[config.mk]
export PLATFORM = sky130hd
export DESIGN_NAME = cw_read_sched_flat
export DESIGN_NICKNAME = d
export VERILOG_FILES = /design/src/rtl/cw_read_sched_if.sv /design/src/rtl/cw_read_sched.sv /design/src/flat_wrapper.sv
export SDC_FILE = /design/constraint.sdc
export NUM_CORES = 1
export LEC_CHECK = 0
export ABC_AREA = 1
export BUFFER_PORTS_ARGS = -buffer_cell sky130_fd_sc_hd__buf_2
export CORE_UTILIZATION = 35
export CTS_CLUSTER_DIAMETER = 40
export DETAILED_ROUTE_END_ITERATION = 8
export GPL_ROUTABILITY_DRIVEN = 0
export HOLD_SLACK_MARGIN = 0.03
export PLACE_DENSITY = 0.5
export SETUP_SLACK_MARGIN = 0.4
export SYNTH_ARGS = -nofsm -noshare
export SYNTH_HDL_FRONTEND = slang
export SYNTH_SLANG_ARGS = --single-unit
[constraint.sdc]
create_clock -name i_clk -period 3.5 [get_ports i_clk]
set_input_delay 0.175 -clock i_clk [delete_from_list [all_inputs] [get_ports i_clk]]
set_output_delay 0.175 -clock i_clk [all_outputs]
set_load 0.05 [all_outputs]
[src/rtl/cw_read_sched_if.sv]
// Handshake bundle between the symbol-timing control, the codeword read
// scheduler and the beamforming multiplier's codeword port.
interface cw_read_sched_if #(
  parameter int DEPTH = 64
) ();
  localparam int AW = $clog2(DEPTH);

  logic          i_cw_tvalid;
  logic          i_start;
  logic          i_bank;
  logic [AW:0]   i_num_beams;
  logic          i_ready;
  logic [AW-1:0] o_cw_addr;
  logic          o_cw_sel;
  logic          o_valid;
  logic          o_last;
  logic          o_busy;
  logic          o_done;
  logic          o_err;

  modport master (
    output i_cw_tvalid, i_start, i_bank, i_num_beams, i_ready,
    input  o_cw_addr, o_cw_sel, o_valid, o_last, o_busy, o_done, o_err
  );

  modport slave (
    input  i_cw_tvalid, i_start, i_bank, i_num_beams, i_ready,
    output o_cw_addr, o_cw_sel, o_valid, o_last, o_busy, o_done, o_err
  );
endinterface

[src/rtl/cw_read_sched.sv]
// Per-symbol codeword read scheduler: waits for a valid codeword table, then
// streams table addresses 0..N-1 over valid/ready and pulses done.
module cw_read_sched #(
  parameter int DEPTH = 64
) (
  input  logic                i_clk,
  input  logic                i_reset,
  cw_read_sched_if.slave      bus
);
  localparam int AW = $clog2(DEPTH);
  localparam logic [AW:0] ONE     = (AW+1)'(1);
  localparam logic [AW:0] DEPTH_W = (AW+1)'(DEPTH);

  typedef enum logic [1:0] {IDLE, WAIT_TBL, RUN, DONE} state_t;

  state_t      state, state_nxt;
  logic [AW:0] addr_q, addr_nxt;
  logic [AW:0] count_q, count_nxt;
  logic        bank_q, bank_nxt;
  logic        err_pend_q, err_pend_nxt;
  logic        valid_nxt, last_nxt, busy_nxt, done_nxt, err_nxt;
  logic        legal, accept, handshake, last_beat, err_now;

  assign legal     = (bus.i_num_beams != '0) && (bus.i_num_beams <= DEPTH_W);
  assign accept    = (state == IDLE) && bus.i_start && legal;
  assign handshake = (state == RUN) && bus.i_ready;
  assign last_beat = (addr_q == count_q - ONE);

  // State register plus all registered outputs.
  always_ff @(posedge i_clk) begin
    // NOTE: sequential state uses non-blocking assignments so every flop
    // samples the pre-edge values regardless of statement order.
    if (i_reset) begin
      state       <= IDLE;
      addr_q      <= '0;
      count_q     <= '0;
      bank_q      <= 1'b0;
      err_pend_q  <= 1'b0;
      bus.o_valid <= 1'b0;
      bus.o_last  <= 1'b0;
      bus.o_busy  <= 1'b0;
      bus.o_done  <= 1'b0;
      bus.o_err   <= 1'b0;
    end else begin
      state       <= state_nxt;
      addr_q      <= addr_nxt;
      count_q     <= count_nxt;
      bank_q      <= bank_nxt;
      err_pend_q  <= err_pend_nxt;
      bus.o_valid <= valid_nxt;
      bus.o_last  <= last_nxt;
      bus.o_busy  <= busy_nxt;
      bus.o_done  <= done_nxt;
      bus.o_err   <= err_nxt;
    end
  end

  assign bus.o_cw_addr = addr_q[AW-1:0];
  assign bus.o_cw_sel  = bank_q;

  always_comb begin
    // NOTE: default first so every path assigns state_nxt and no latch forms.
    state_nxt = state;
    unique case (state)
      IDLE:     if (accept) state_nxt = bus.i_cw_tvalid ? RUN : WAIT_TBL;
      WAIT_TBL: if (bus.i_cw_tvalid) state_nxt = RUN;
      RUN: begin
        if (!bus.i_cw_tvalid)            state_nxt = IDLE;
        else if (handshake && last_beat) state_nxt = DONE;
      end
      DONE:     state_nxt = IDLE;
      default:  state_nxt = IDLE;
    endcase
  end

  // Next values of the datapath and the registered outputs.
  always_comb begin
    addr_nxt  = addr_q;
    count_nxt = count_q;
    bank_nxt  = bank_q;
    if (accept) begin
      addr_nxt  = '0;
      count_nxt = bus.i_num_beams;
      bank_nxt  = bus.i_bank;
    end else if (handshake && bus.i_cw_tvalid && !last_beat) begin
      addr_nxt  = addr_q + ONE;
    end

    valid_nxt = (state_nxt == RUN);
    busy_nxt  = (state_nxt != IDLE);
    done_nxt  = (state_nxt == DONE);
    last_nxt  = valid_nxt && (addr_nxt == count_nxt - ONE);

    // An error that coincides with the done pulse is held back one cycle so
    // done and err never overlap; coincident errors merge into one pulse.
    err_now      = (bus.i_start && ((state != IDLE) || !legal)) ||
                   ((state == RUN) && !bus.i_cw_tvalid);
    err_nxt      = (err_now || err_pend_q) && !done_nxt;
    err_pend_nxt = (err_now || err_pend_q) && done_nxt;
  end
endmodule

[src/flat_wrapper.sv]
// flat-port wrapper written by rule: the top's interface ports become plain ports
module cw_read_sched_flat 
#(
  parameter int DEPTH = 64
)
  (i_clk, i_reset, bus_i_cw_tvalid, bus_i_start, bus_i_bank, bus_i_num_beams, bus_i_ready, bus_o_cw_addr, bus_o_cw_sel, bus_o_valid, bus_o_last, bus_o_busy, bus_o_done, bus_o_err);
  cw_read_sched_if #(.DEPTH(DEPTH)) bus_i ();
  input  logic i_clk;
  input  logic i_reset;
  input wire logic [$bits(bus_i.i_cw_tvalid)-1:0] bus_i_cw_tvalid;
  input wire logic [$bits(bus_i.i_start)-1:0] bus_i_start;
  input wire logic [$bits(bus_i.i_bank)-1:0] bus_i_bank;
  input wire logic [$bits(bus_i.i_num_beams)-1:0] bus_i_num_beams;
  input wire logic [$bits(bus_i.i_ready)-1:0] bus_i_ready;
  output wire logic [$bits(bus_i.o_cw_addr)-1:0] bus_o_cw_addr;
  output wire logic [$bits(bus_i.o_cw_sel)-1:0] bus_o_cw_sel;
  output wire logic [$bits(bus_i.o_valid)-1:0] bus_o_valid;
  output wire logic [$bits(bus_i.o_last)-1:0] bus_o_last;
  output wire logic [$bits(bus_i.o_busy)-1:0] bus_o_busy;
  output wire logic [$bits(bus_i.o_done)-1:0] bus_o_done;
  output wire logic [$bits(bus_i.o_err)-1:0] bus_o_err;
  assign bus_i.i_cw_tvalid = bus_i_cw_tvalid;
  assign bus_i.i_start = bus_i_start;
  assign bus_i.i_bank = bus_i_bank;
  assign bus_i.i_num_beams = bus_i_num_beams;
  assign bus_i.i_ready = bus_i_ready;
  assign bus_o_cw_addr = bus_i.o_cw_addr;
  assign bus_o_cw_sel = bus_i.o_cw_sel;
  assign bus_o_valid = bus_i.o_valid;
  assign bus_o_last = bus_i.o_last;
  assign bus_o_busy = bus_i.o_busy;
  assign bus_o_done = bus_i.o_done;
  assign bus_o_err = bus_i.o_err;
  cw_read_sched #(.DEPTH(DEPTH)) u_core (.i_clk(i_clk), .i_reset(i_reset), .bus(bus_i));
endmodule
==> flow_summary.yaml, run 1 <==
drt:
  dr.pass1.iters: 6
  routed_via_density: 4.738
  drt-initial-drc-count: 88
  remaining_drc_errors: 0
  vias: 1682
  wl_per_cell_um: 12.28
  ant_nets: 0
  routed_wl_mm: 4.360
clocking:
  clock_latency_ns: 0.26
  cts_tree: "done"
  cts_sinks: 23
  cts.path.max_buffers: 2
  cts_setup_buffers: 0
  hold_buffers: 0
  htree_levels: 1
  cts_buffers: 3
  ctsResizeCount: 0
  clk_pin_slew_ns: 0.08
  clockRootBuffer: "clkbuf_8"
final_layout:
  final_cell_mix: "nand2_1, nor2_1, inv_1"
  areaGrowthSynthToFinish_pct: 9.743
  post_route_cells_drive_above_1_share_pct: 11.88
  diodes: 0
  final_common_cell: "nand2_1"
  fillers: 517
  nets: 320
  fin_area_um2: 1818
pwr:
  peakVddDrop_v: 0.0001431
  p_leak_nw: 1.009
  powerDensity_nw_per_um2: 351.6
global_route:
  grt_pass1_wl_mm: 7.562
  grt_use_met1_pct: 25.22
  grt-ovfl-total: 0
  grtUsageMet2_pct: 33.44
  first_global_vias: 1611
  grt_antenna_before_repair: 0
  use_met3_pct: 2.422
  grtUsageTotal_pct: 19.29
  gr-max-usage-layer: "met2"
  grt_max_degree: 26
timing:
  post-route-period-util_pct: 70.35
  skew_ns: 0.002724
  tightest_slew_ns: 0.3931
  setup_viol: 0
  rsz0062_at_grt: "no"
  max_freq_ghz: 0.4061
  maxSlewViolCount: 0
  finalHoldViolations: 0
  fin_crit_ns: 2.462
  slew_headroom_pct: 73.79
  fin_ws_ns: 1.038
  fin_tns_setup_ns: 0
setup_path:
  required_ns: 3.71
  critPathMaxFanout: 25
  crit_path_end_kind: "register"
  crit_arrival_ns: 2.67
  critical_path.startpoint_type: "register"
  critical_path_class: "register to register"
die:
  die_x_um: 70.80
  row_count: 24
  io_pins: 25
  dieArea_um2: 5012
  start_util_pct: 37.27
  core_area_um2: 4444
  fp.dieH_um: 70.80
synthesis:
  synth.distinct_cells: 28
  synthDominantCellAreaShare_pct: 27.79
  syn-mean-instance-area_um2: 5.813
  synth_area_leaders: "dfxtp_1, nand2_1, nand3_1, nor2_1, inv_1"
  synthCells: 285
  syn_area_um2: 1657
  ys_ff_latch: 23
  synth_area_leader_cell: "dfxtp_1"
  yosysSeqAreaShare_pct: 27.79
  synth_fp_nets: 301
  yosys_warnings: 0
placed_design:
  place_area_um2: 1773
  place_ws_ns: 1.050
  io_buffers: 24
  dpl.hpwl_mm: 3.503
status:
  status: "finished, final reports clean"
flow_run:
  cap_violations: 0
min_path:
  hold_path_class: "primary input to register"
==> final timing paths <==
| kind | start | endpoint | slack, ns | cells past startpoint |
|---|---|---|---|---|
| worst max-delay path | u_core.state[0] | u_core.bus.o_last | 1.04 | 16 |
| worst min-delay path | bus_i_bank | u_core.bus.o_cw_sel | 0.15 | 3 |
| worst max register to register | u_core.state[0] | u_core.bus.o_last | 1.04 | 16 |
| worst min register to register | u_core.bus.o_cw_sel | u_core.bus.o_cw_sel | 0.47 | 2 |
==> registers in the layout (all words and copies together), names as in the netlist <==
name and cells:
u_core.bus.o_valid 1, u_core.bus.o_done 1, u_core.addr_q 7, u_core.state 2
u_core.bus.o_last 1, u_core.bus.o_err 1, u_core.bus.o_cw_sel 1, u_core.count_q 7
u_core.err_pend_q 1, u_core.bus.o_busy 1
==> synth_stat cells <==
| cell type | instances |
|---|---|
| nand3_1 | 36 |
| buf_2 | 1 |
| xor2_1 | 5 |
| o21ai_0 | 4 |
| nand2_2 | 2 |
| nor2_2 | 1 |
| o21ai_4 | 1 |
| inv_2 | 3 |
| o21ai_2 | 1 |
| o21ai_1 | 2 |
| nand4_1 | 4 |
| nor3_1 | 3 |
| ha_1 | 3 |
| clkbuf_1 | 1 |
| a221oi_1 | 1 |
| buf_4 | 6 |
| nor3b_1 | 1 |
| buf_6 | 1 |
| buf_1 | 1 |
| a21oi_1 | 2 |
| clkinv_1 | 1 |
| xnor2_1 | 2 |
| nand2_1 | 89 |
| nand3b_1 | 1 |
| dfxtp_1 | 23 |
| nand3_4 | 1 |
| nor2_1 | 46 |
| inv_1 | 43 |
==> cell families (layout without fill, tap and decap cells) <==
family / after synthesis / in the layout / synth area share (%)
simple gates: 184 / 184 / 46.98
buf+inv: 57 / 75 / 14.80
flops: 23 / 23 / 27.79
compound gates: 11 / 11 / 4.457
xor+xnor: 7 / 7 / 3.701
fa+ha+maj: 3 / 3 / 2.266
==> where the power goes <==
group	internal (W)	total, W	switching, W	leakage (nW)
combinational	0.0000624	0.000189	0.000127	0.799
sequential	0.000272	0.000281	0.00000976	0.187
clock	0.0000813	0.000168	0.0000869	0.0228
total	0.000415	0.000639	0.000224	1.01
==> routing by layer <==
metal / up-vias / wire length, um
li1: 905 / -
met1: 739 / 2145
met2: 33 / 2026
met3: 5 / 136
met4: 0 / 52
met5: - / 0
==> worst max-delay path, stage by stage (launching register included) <==
cell	delay, ns
dfxtp_1	0.33
inv_1	0.07
nand2_1	0.06
nor2_1	0.21
nand3_4	0.30
o21ai_1	0.37
ha_1	0.30
nand2_1	0.07
nor2_1	0.18
nand2_1	0.07
nand2_1	0.09
nand2_1	0.05
inv_1	0.05
nor2_1	0.04
nor2_1	0.08
nand2_1	0.06
nor2_1	0.09
==> through the flow <==
| stage | total power [W] | hold slack, ns | cells | util (%) |
|---|---|---|---|---|
| after floorplan | 0.0004340 | 0.3179 | 285 | - |
| final | 0.0006391 | 0.1487 | 355 | 40.91 |
| after detailed placement | 0.0004773 | 0.4356 | 351 | 39.89 |
| after CTS | 0.0006463 | 0.1469 | 355 | 40.91 |
| after global routing | 0.0006935 | 0.1589 | 355 | 40.91 |
| after global placement | 0.0004789 | 0.4359 | 351 | 39.89 |
==> final cells by class <==
class	instances	area [um^2]	area share [%]
sequential	23	460.4	25.33
multi-input combinational	205	950.9	52.31
inverter	47	176.4	9.704
clock buffer	4	45.04	2.478
timing repair buffer	24	120.1	6.607
tap	52	65.06	3.579
Power figures use the tool's default switching activity.
==> run 2: changes to the inputs <==
Settings changed: PLACE_DENSITY 0.5 to 0.52.
Clock period 3.5 ns to 2.25 ns, I/O delays scaled along.
==> run 2 against run 1 <==
  * Register-to-register slack got worse by 0.71 ns
  * Sequential cell count stayed put
  * Non-clock buffer count is 12 higher
  * Fmax rose by 28%
  * Cell count increased by 3.4%
  * First-iteration DRC count down 19%
  * Power rose by 66%
  * Cell area is 13% higher
  * Critical endpoint unchanged
  * Largest power group unchanged
==> flow_summary.yaml, run 2 (synthesized netlist as in run 1, its figures left out) <==
timing:
  max_freq_ghz: 0.5209
  fin_tns_setup_ns: 0
  rsz0062_at_grt: "yes"
  setup_viol: 0
  skew_ns: 0.007311
  finalHoldViolations: 0
  maxSlewViolCount: 0
  post-route-period-util_pct: 85.33
  slew_headroom_pct: 75.03
  fin_crit_ns: 1.920
  tightest_slew_ns: 0.3746
pwr:
  p_leak_nw: 1.091
  peakVddDrop_v: 0.0002475
  powerDensity_nw_per_um2: 516.2
setup_path:
  worstReg2RegEnd: "u_core.bus.o_last"
  crit_chain: "inv_2 -> ha_4 -> inv_1 -> nand2_1 -> nand2_1 -> nor2_1 -> nand3_1 -> nor2_2 -> nand2_4 -> nand3_1 -> nand3_2 -> nand3b_1 -> nand2_1 -> inv_1 -> nand2_1 -> nor2_1"
  crit_arrival_ns: 2.09
  slowest_stage: "dfxtp_2"
  critical_path_class: "register to register"
  crit_path_end_kind: "register"
  r2r_slack_ns: 0.33
  cp_common_cell: "nand2_1"
  r2r_start: "u_core.count_q[1]"
  slowest_delay_ns: 0.35
  required_ns: 2.42
  critPathMaxFanout: 8
  critical_path.startpoint_type: "register"
  r2r_cells: 16
final_layout:
  reg_top3: "u_core.addr_q x7, u_core.count_q x7, u_core.state x2"
  diodes: 0
  nets: 332
  final_common_cell: "nand2_1"
  finalNonFillerCells: 367
  areaGrowthSynthToFinish_pct: 24.40
  post_route_cells_drive_above_1_share_pct: 25.40
  fin_area_um2: 2061
  final_cell_mix: "nand2_1, nor2_1, inv_1"
clocking:
  htree_levels: 1
  cts_buffers: 3
  clock_latency_ns: 0.27
  clockRootBuffer: "clkbuf_8"
  cts_tree: "done"
  clk_pin_slew_ns: 0.09
  cts_sinks: 23
  cts.path.max_buffers: 2
global_route:
  grt_pass1_wl_mm: 7.652
  grt-ovfl-total: 0
  grt_max_degree: 20
  grt_antenna_before_repair: 0
  first_global_vias: 1660
  grtUsageTotal_pct: 19.13
drt:
  dr.pass1.iters: 6
  routed_wl_mm: 4.429
  remaining_drc_errors: 0
  wl_per_cell_um: 12.07
  drt-initial-drc-count: 71
  ant_nets: 0
  routed_via_density: 4.681
  vias: 1718
die:
  core_area_um2: 4444
  fp.dieH_um: 70.80
  io_pins: 25
  row_count: 24
  start_util_pct: 37.27
  dieArea_um2: 5012
  die_x_um: 70.80
placed_design:
  place_area_um2: 1823
  place_inst: 356
  dpl.hpwl_mm: 3.523
  io_buffers: 24
flow_run:
  cap_violations: 0
min_path:
  min_path_cells: 3
  hold_path_class: "primary input to register"
  whs_endpoint: "u_core.bus.o_cw_sel"
  worstHoldStart: "bus_i_bank"
status:
  status: "finished, final reports clean"
[run 2: cell types whose count changed in the layout (fill, tap and decap cells not counted), sizes merged]
cell,previous run,this run
buf,24,36
clkbuf,4,3
clkinv,1,0
clkinvlp,0,2
[run 2: through the flow]
step | util, % | power (W) | setup WS [ns] | hold slack [ns]
final | 46.37 | 0.001064 | 0.3301 | 0.08811
after detailed placement | 41.02 | 0.0007552 | 0.2043 | 0.3760
after global routing | 46.37 | 0.001142 | 0.08872 | 0.1060
after global placement | 41.02 | 0.0007558 | 0.2345 | 0.3723
after floorplan | - | 0.0006795 | 0.3693 | 0.2554
after CTS | 44.82 | 0.001056 | 0.3183 | 0.08723
[run 2: cell type report]
class                           instances  area [um^2]
Clock inverter                          1        7.507
Timing Repair Buffer                   36        221.5
Clock buffer                            3        41.29
Fill cell                             469         2384
Sequential cell                        23        465.4
Tap cell                               52        65.06
Inverter                               47        180.2
Multi-Input combinational cell        205         1080
[run 2: worst max-delay path: cells and delay by family, from the launching register on]
family	cells	cell delay (ns)
fa+ha+maj	1	0.26
buf+inv	3	0.11
flops	1	0.35
simple gates	12	1.08
[run 2: how the worst max path moves through the flow]
stage / start / end / slack (ns) / cells past startpoint
5_1_grt: u_core.count_q[1] / u_core.bus.o_last / 0.09 / 16
2_1_floorplan: u_core.state[0] / u_core.bus.o_last / 0.37 / 17
6_report: u_core.count_q[1] / u_core.bus.o_last / 0.33 / 16
3_3_place_gp: u_core.state[0] / u_core.bus.o_last / 0.23 / 16
4_1_cts: u_core.count_q[1] / u_core.bus.o_last / 0.32 / 18
3_5_place_dp: u_core.count_q[0] / u_core.bus.o_last / 0.20 / 17
[run 2: report_power, final]
| group | switching (W) | internal [W] | total [W] | leakage [nW] |
|---|---|---|---|---|
| sequential | 0.0000159 | 0.000424 | 0.000439 | 0.189 |
| combinational | 0.000220 | 0.000133 | 0.000353 | 0.880 |
| clock | 0.000146 | 0.000126 | 0.000271 | 0.0217 |
[run 2: repair_timing]
action,in CTS,in global routing
setup endpoints to repair,1,5
hold buffers,0,0
setup buffers,6,1
resized for setup,20,17
pin swaps,7,4
[run 2: layer usage]
metal,GRT usage [%],vias to the layer above,wire length (um),share of wire (%)
li1,-,933,-,-
met1,24.58,760,2103,47
met2,34.51,23,2176,49
met3,2.137,2,129,2.9
met4,4.000,0,20,0.45
met5,0,-,0,0
